File: src/rtl/ahb_gpio_in_cond_if.sv
// Bus bundle between the pad-conditioning stage and the AHB GPIO peripheral.
// Interrupt-status signals exist only when GPIO_IN_IRQ_EN is defined.
interface ahb_gpio_in_cond_if #(
  parameter int WIDTH = 16
);
  logic [WIDTH-1:0] PADIN;
  logic             DBEN;
  logic             PARITYSEL;
  logic [WIDTH:0]   GPIOIN;
  logic             CHANGED;
`ifdef GPIO_IN_IRQ_EN
  logic [WIDTH-1:0] IRQMASK;
  logic [WIDTH-1:0] IRQCLR;
  logic [WIDTH-1:0] EDGESTAT;
  logic             IRQ;

  modport master (
    output PADIN, DBEN, PARITYSEL, IRQMASK, IRQCLR,
    input  GPIOIN, CHANGED, EDGESTAT, IRQ
  );
  modport slave (
    input  PADIN, DBEN, PARITYSEL, IRQMASK, IRQCLR,
    output GPIOIN, CHANGED, EDGESTAT, IRQ
  );
`else
  modport master (
    output PADIN, DBEN, PARITYSEL,
    input  GPIOIN, CHANGED
  );
  modport slave (
    input  PADIN, DBEN, PARITYSEL,
    output GPIOIN, CHANGED
  );
`endif
endinterface

File: src/rtl/ahb_gpio_in_cond.sv
// Pad input conditioning: synchroniser, per-bit debounce, parity-tagged GPIOIN.
// Optional sticky edge status / IRQ when GPIO_IN_IRQ_EN is defined.
module ahb_gpio_in_cond #(
  parameter int WIDTH       = 16,
  parameter int SYNC_STAGES = 2,
  parameter int DEBOUNCE    = 4
) (
  input  logic               HCLK,
  input  logic               HRESETn,
  ahb_gpio_in_cond_if.slave  bus
);

  localparam int             CW       = $clog2(DEBOUNCE + 1);
  localparam logic [CW-1:0]  CNT_LAST = CW'(DEBOUNCE - 1);

  function automatic logic parity_bit(input logic sel, input logic [WIDTH-1:0] d);
    return sel ^ (^d);
  endfunction

  logic [WIDTH-1:0] sync_p [SYNC_STAGES];
  logic [WIDTH-1:0] sync_s;
  logic [CW-1:0]    cnt_q  [WIDTH];
  logic [CW-1:0]    cnt_d  [WIDTH];
  logic [WIDTH-1:0] data_q;
  logic [WIDTH-1:0] data_d;
  logic             par_q;
  logic             changed_q;

  // Stage p0..pN: metastability chain, PADIN enters at sync_p[0]
  always_ff @(posedge HCLK or negedge HRESETn) begin
    if (!HRESETn) begin
      for (int k = 0; k < SYNC_STAGES; k++) sync_p[k] <= '0;
    end else begin
      sync_p[0] <= bus.PADIN;
      for (int k = 1; k < SYNC_STAGES; k++) sync_p[k] <= sync_p[k-1];
    end
  end

  assign sync_s = sync_p[SYNC_STAGES-1];

  // A bit is accepted after DEBOUNCE consecutive samples that disagree with the
  // held value; any agreeing sample restarts the run. Bypass loads directly.
  always_comb begin
    data_d = data_q;
    for (int i = 0; i < WIDTH; i++) begin
      cnt_d[i] = '0;
      if (!bus.DBEN) begin
        data_d[i] = sync_s[i];
      end else if (sync_s[i] != data_q[i]) begin
        if (cnt_q[i] == CNT_LAST) data_d[i] = sync_s[i];
        else                      cnt_d[i]  = cnt_q[i] + CW'(1);
      end
    end
  end

  // Stage out: stable data, parity tag and change pulse
  always_ff @(posedge HCLK or negedge HRESETn) begin
    if (!HRESETn) begin
      for (int i = 0; i < WIDTH; i++) cnt_q[i] <= '0;
      data_q    <= '0;
      par_q     <= 1'b0;
      changed_q <= 1'b0;
    end else begin
      for (int i = 0; i < WIDTH; i++) cnt_q[i] <= cnt_d[i];
      data_q    <= data_d;
      par_q     <= parity_bit(bus.PARITYSEL, data_d);
      changed_q <= (data_d != data_q);
    end
  end

  assign bus.GPIOIN  = {par_q, data_q};
  assign bus.CHANGED = changed_q;

`ifdef GPIO_IN_IRQ_EN
  logic [WIDTH-1:0] edgestat_q;

  // New edges are OR-ed in after the clear so a coincident edge stays set
  always_ff @(posedge HCLK or negedge HRESETn) begin
    if (!HRESETn) edgestat_q <= '0;
    else          edgestat_q <= (edgestat_q & ~bus.IRQCLR) | (data_d ^ data_q);
  end

  assign bus.EDGESTAT = edgestat_q;
  assign bus.IRQ      = |(edgestat_q & bus.IRQMASK);
`endif

endmodule

File: src/flat_wrapper.sv
// flat-port wrapper written by rule: the top's interface ports become plain ports
module ahb_gpio_in_cond_flat 
#(
  parameter int WIDTH       = 16,
  parameter int SYNC_STAGES = 2,
  parameter int DEBOUNCE    = 4
)
  (HCLK, HRESETn, bus_PADIN, bus_DBEN, bus_PARITYSEL, bus_GPIOIN, bus_CHANGED);
  ahb_gpio_in_cond_if #(.WIDTH(WIDTH)) bus_i ();
  input  logic HCLK;
  input  logic HRESETn;
  input wire logic [$bits(bus_i.PADIN)-1:0] bus_PADIN;
  input wire logic [$bits(bus_i.DBEN)-1:0] bus_DBEN;
  input wire logic [$bits(bus_i.PARITYSEL)-1:0] bus_PARITYSEL;
  output wire logic [$bits(bus_i.GPIOIN)-1:0] bus_GPIOIN;
  output wire logic [$bits(bus_i.CHANGED)-1:0] bus_CHANGED;
  assign bus_i.PADIN = bus_PADIN;
  assign bus_i.DBEN = bus_DBEN;
  assign bus_i.PARITYSEL = bus_PARITYSEL;
  assign bus_GPIOIN = bus_i.GPIOIN;
  assign bus_CHANGED = bus_i.CHANGED;
  ahb_gpio_in_cond #(.WIDTH(WIDTH), .SYNC_STAGES(SYNC_STAGES), .DEBOUNCE(DEBOUNCE)) u_core (.HCLK(HCLK), .HRESETn(HRESETn), .bus(bus_i));
endmodule
File: config.mk
export PLATFORM = sky130hd
export DESIGN_NAME = ahb_gpio_in_cond_flat
export DESIGN_NICKNAME = d
export VERILOG_FILES = /design/src/rtl/ahb_gpio_in_cond_if.sv /design/src/rtl/ahb_gpio_in_cond.sv /design/src/flat_wrapper.sv
export SDC_FILE = /design/constraint.sdc
export NUM_CORES = 1
export LEC_CHECK = 0
export ABC_AREA = 1
export CAP_MARGIN = 20
export CORE_MARGIN = 2
export CORE_UTILIZATION = 45
export DETAILED_ROUTE_END_ITERATION = 10
export GPL_TIMING_DRIVEN = 0
export PLACE_DENSITY = 0.7
export REMOVE_ABC_BUFFERS = 1
export SLEW_MARGIN = 25
export SYNTH_ARGS = -nofsm -noshare
export SYNTH_HDL_FRONTEND = slang
export SYNTH_SLANG_ARGS = --single-unit
File: constraint.sdc
create_clock -name HCLK -period 1.48 [get_ports HCLK]
set_input_delay 0.296 -clock HCLK [delete_from_list [all_inputs] [get_ports HCLK]]
set_output_delay 0.296 -clock HCLK [all_outputs]
set_load 0.01 [all_outputs]
==> flow_metrics.tcl <==
set metrics [dict create \
    rr_startpoint "u_core.cnt_q[31]$_DFF_PN0_" \
    cts_tree "built" \
    yosysTopAreaCellShare_pct 57.1 \
    die-area_um2 10300 \
    num_vias 3231 \
    die_h_um 102 \
    cp-startpoint "u_core.cnt_q[31]$_DFF_PN0_" \
    overflow 0 \
    final_nets 592 \
    final_core_util_pct 62.3 \
    ys_types 26 \
    grt_pass1_vias 3176 \
    die_w_um 102 \
    power_leakage_nw 2.84 \
    ys_seq_elements 98 \
    syn_inst 464 \
    grtUsageTotal_pct 17.1 \
    insertion_delay_ns 0.36 \
    setup_viol 3 \
    violations "setup timing" \
    min_from "bus_DBEN" \
    synth_seq_area_share_pct 57.1 \
    cts.clk_slew.worst_paths_ns 0.10 \
    viasPerCell 4.68 \
    finalNonFillerCells 690 \
    crit_fanout 5 \
    worstSetupStartpointType "flip-flop" \
    cp_top_family "simple AND/OR/NAND/NOR gates" \
    area_delta_synth_final_pct 34.0 \
    post-route-period-util_pct 112 \
    wire_per_inst_um 12.3 \
    yosysTopAreaCell "dfrtp_1" \
    path_class "reg -> reg" \
    drtIter0Drc 132 \
    outcome "finished with violations" \
    multi_input_area_um2 1900 \
    relSlewSlack_pct 76.7 \
    rsz0062_at_grt "true" \
    dp_cells 627 \
    drc 0 \
    setup_slack_ns -0.176 \
    whs_ns 0.295 \
    cts.sinks 98 \
    required_ns 1.73 \
    syn_avg_cell_area_um2 9.25 \
    nFillCells 741 \
    boundaryPins 38 \
    fin_skew_ns 0.00927 \
    arrival_ns 1.91 \
    synth_area_leaders "dfrtp_1 (57%), nand2_1 (12%), inv_1 (6.4%)" \
    num_antenna_cells 0 \
    synth_area_um2 4290 \
    vdd_ir_drop_max_mv 0.687 \
    drv_slew 0 \
    p_per_area_nw_per_um2 1040 \
    yosys_warnings 0 \
    start_util_pct 46.5 \
    layout-drive-gt1-share_pct 34.0 \
    antenna_left 0 \
    cts_root_buf "clkbuf_8" \
    place_congestion 0.785 \
    fin_crit_ns 1.66 \
    hold_class "in -> reg" \
    wirelength_um 8490 \
    fmax_mhz 604 \
    worstMarginPinSlew_ns 0.346 \
    io_buffers 37 \
    core_area_um2 9240 \
    htreeDepth 3 \
    tns_ns -0.244 \
    grt_max_degree 69 \
    drv_cap 0 \
    cpMaxStageDelayCell "dfrtp_1" \
    dr.pass1.iters 4 \
    cp_cell_sequence "ha_2 > nand2_2 > nand2_4 > inv_2 > nand2_1 > nand2_2 > nand2_1 > nand2_2 > inv_2 > nand2_1 > nand2_1 > nand2_1 > nand2_2 > nand3_2 > nand2_1" \
    cts_buffers 9 \
    antenna_found_initial 0 \
    cp_common_cell "nand2_1" \
    ff_latch_area_um2 2450 \
    place.detailed.hpwl_um 5460 \
    grt_first_pass_wirelength_um 13700 \
    critical_path_buf_inv_count 2 \
    cp-end-kind "flip-flop" \
    hold_violations 0 \
    cts_buffer_depth 2 \
    rows 35 \
    critical-path-max-stage-delay_ns 0.39 \
]
## worst paths after layout
kind / endpoint / slack (ns) / cells after the start
max: u_core.par_q$_DFF_PN0_ / -0.18 / 15
max in group asynchronous: u_core.cnt_q[11]$_DFF_PN0_ / 0.49 / 3
max reg2reg: u_core.par_q$_DFF_PN0_ / -0.18 / 15
min in group asynchronous: u_core.sync_s[7]$_DFF_PN0_ / 0.37 / 2
min reg2reg: u_core.sync_s[13]$_DFF_PN0_ / 0.34 / 0
min: u_core.cnt_q[14]$_DFF_PN0_ / 0.30 / 3
## placed cells by master (no fill, tap or decap), drive strengths merged, types with 6 or more instances in the layout
cell / n
xnor2: 17
nand3: 18
nor3: 17
nand2: 156
inv: 74
buf: 50
dfrtp: 98
dlygate4sd2: 18
clkbuf: 12
nand3b: 6
clkdlybuf4s50: 17
nor2: 26
o21ai: 10
ha: 16
## kinds of logic (layout without fill, tap and decap cells)
logic type	Yosys count	count (layout)	synth area share, %
xor gates and xnor gates	17	17	3.47
AOI/OAI and AO/OA	17	17	2.36
DFF	98	98	57.1
adders and majority gates	16	16	4.66
buffers and inverters	79	176	7.81
and+or+nand+nor	237	237	24.6
## layout make-up
type | instances | share of cell area, %
inverters | 74 | 4.83
clock buffers | 12 | 2.70
flip-flops and latches | 98 | 42.6
repair buffers | 86 | 13.2
multi-input cells | 287 | 33.0
clock inverters | 4 | 0.870
well taps | 129 | 2.80
## layer usage
metal  vias up  routed length, µm  track usage (%)
met5         -                  0                0
met4         0                178             6.55
met3        18                271             4.49
met2        43               4560             29.9
met1      1556               3480             20.3
li1       1614                  -                -
## registers in the layout, indices dropped and copies added, names as in the netlist
register            count
u_core.sync_s          16
u_core.cnt_q           48
u_core.sync_p          16
u_core.par_q            1
u_core.bus.CHANGED      1
u_core.data_q          16
## cell usage after synthesis
library cell	instances
nand2_1	141
dfrtp_1	98
inv_1	73
nor2_1	26
nand3_1	18
nor3_1	17
xnor2_1	17
ha_1	16
nand2_2	11
o21ai_0	9
nand3b_1	6
nor3b_1	5
or2_2	5
nand2_4	4
a21oi_1	3
nor4_1	3
buf_4	2
buf_6	2
a21oi_2	1
buf_12	1
inv_2	1
nand4_1	1
o2111ai_1	1
o21ai_2	1
o221ai_1	1
o22ai_1	1
## worst reg2reg max path, delay by kind of cell (launching register included)
| kind | cells | cell delay (ns) |
|---|---|---|
| adders and majority gates | 1 | 0.19 |
| and+or+nand+nor | 12 | 0.85 |
| DFF | 1 | 0.39 |
| buffers and inverters | 2 | 0.11 |
## where the power goes
part	total [W]	internal, W	switching [W]
Sequential	0.00297	0.00285	0.000114
Combinational	0.00124	0.000569	0.000671
Clock	0.00177	0.000872	0.000897
## through the flow
step                      total power [W]  area [µm²]  worst slack (ns)
after CTS                         0.00583        5330            -0.161
after global placement            0.00390        4770             -3.47
final                             0.00598        5750            -0.176
after global routing              0.00633        5750            -0.300
after floorplan                   0.00355        4240           -0.0466
after detailed placement          0.00396        4820            -0.671
## repair_timing
| item | 4_1_cts | 5_1_grt |
|---|---|---|
| hold endpoints to repair | 30 | 0 |
| pin swaps | 21 | 67 |
| hold buffers | 1 | 0 |
| gates resized for setup | 69 | 81 |
| buffers inserted | 25 | 21 |
| setup endpoints to repair | 20 | 4 |
Power figures use the tool's default switching activity.
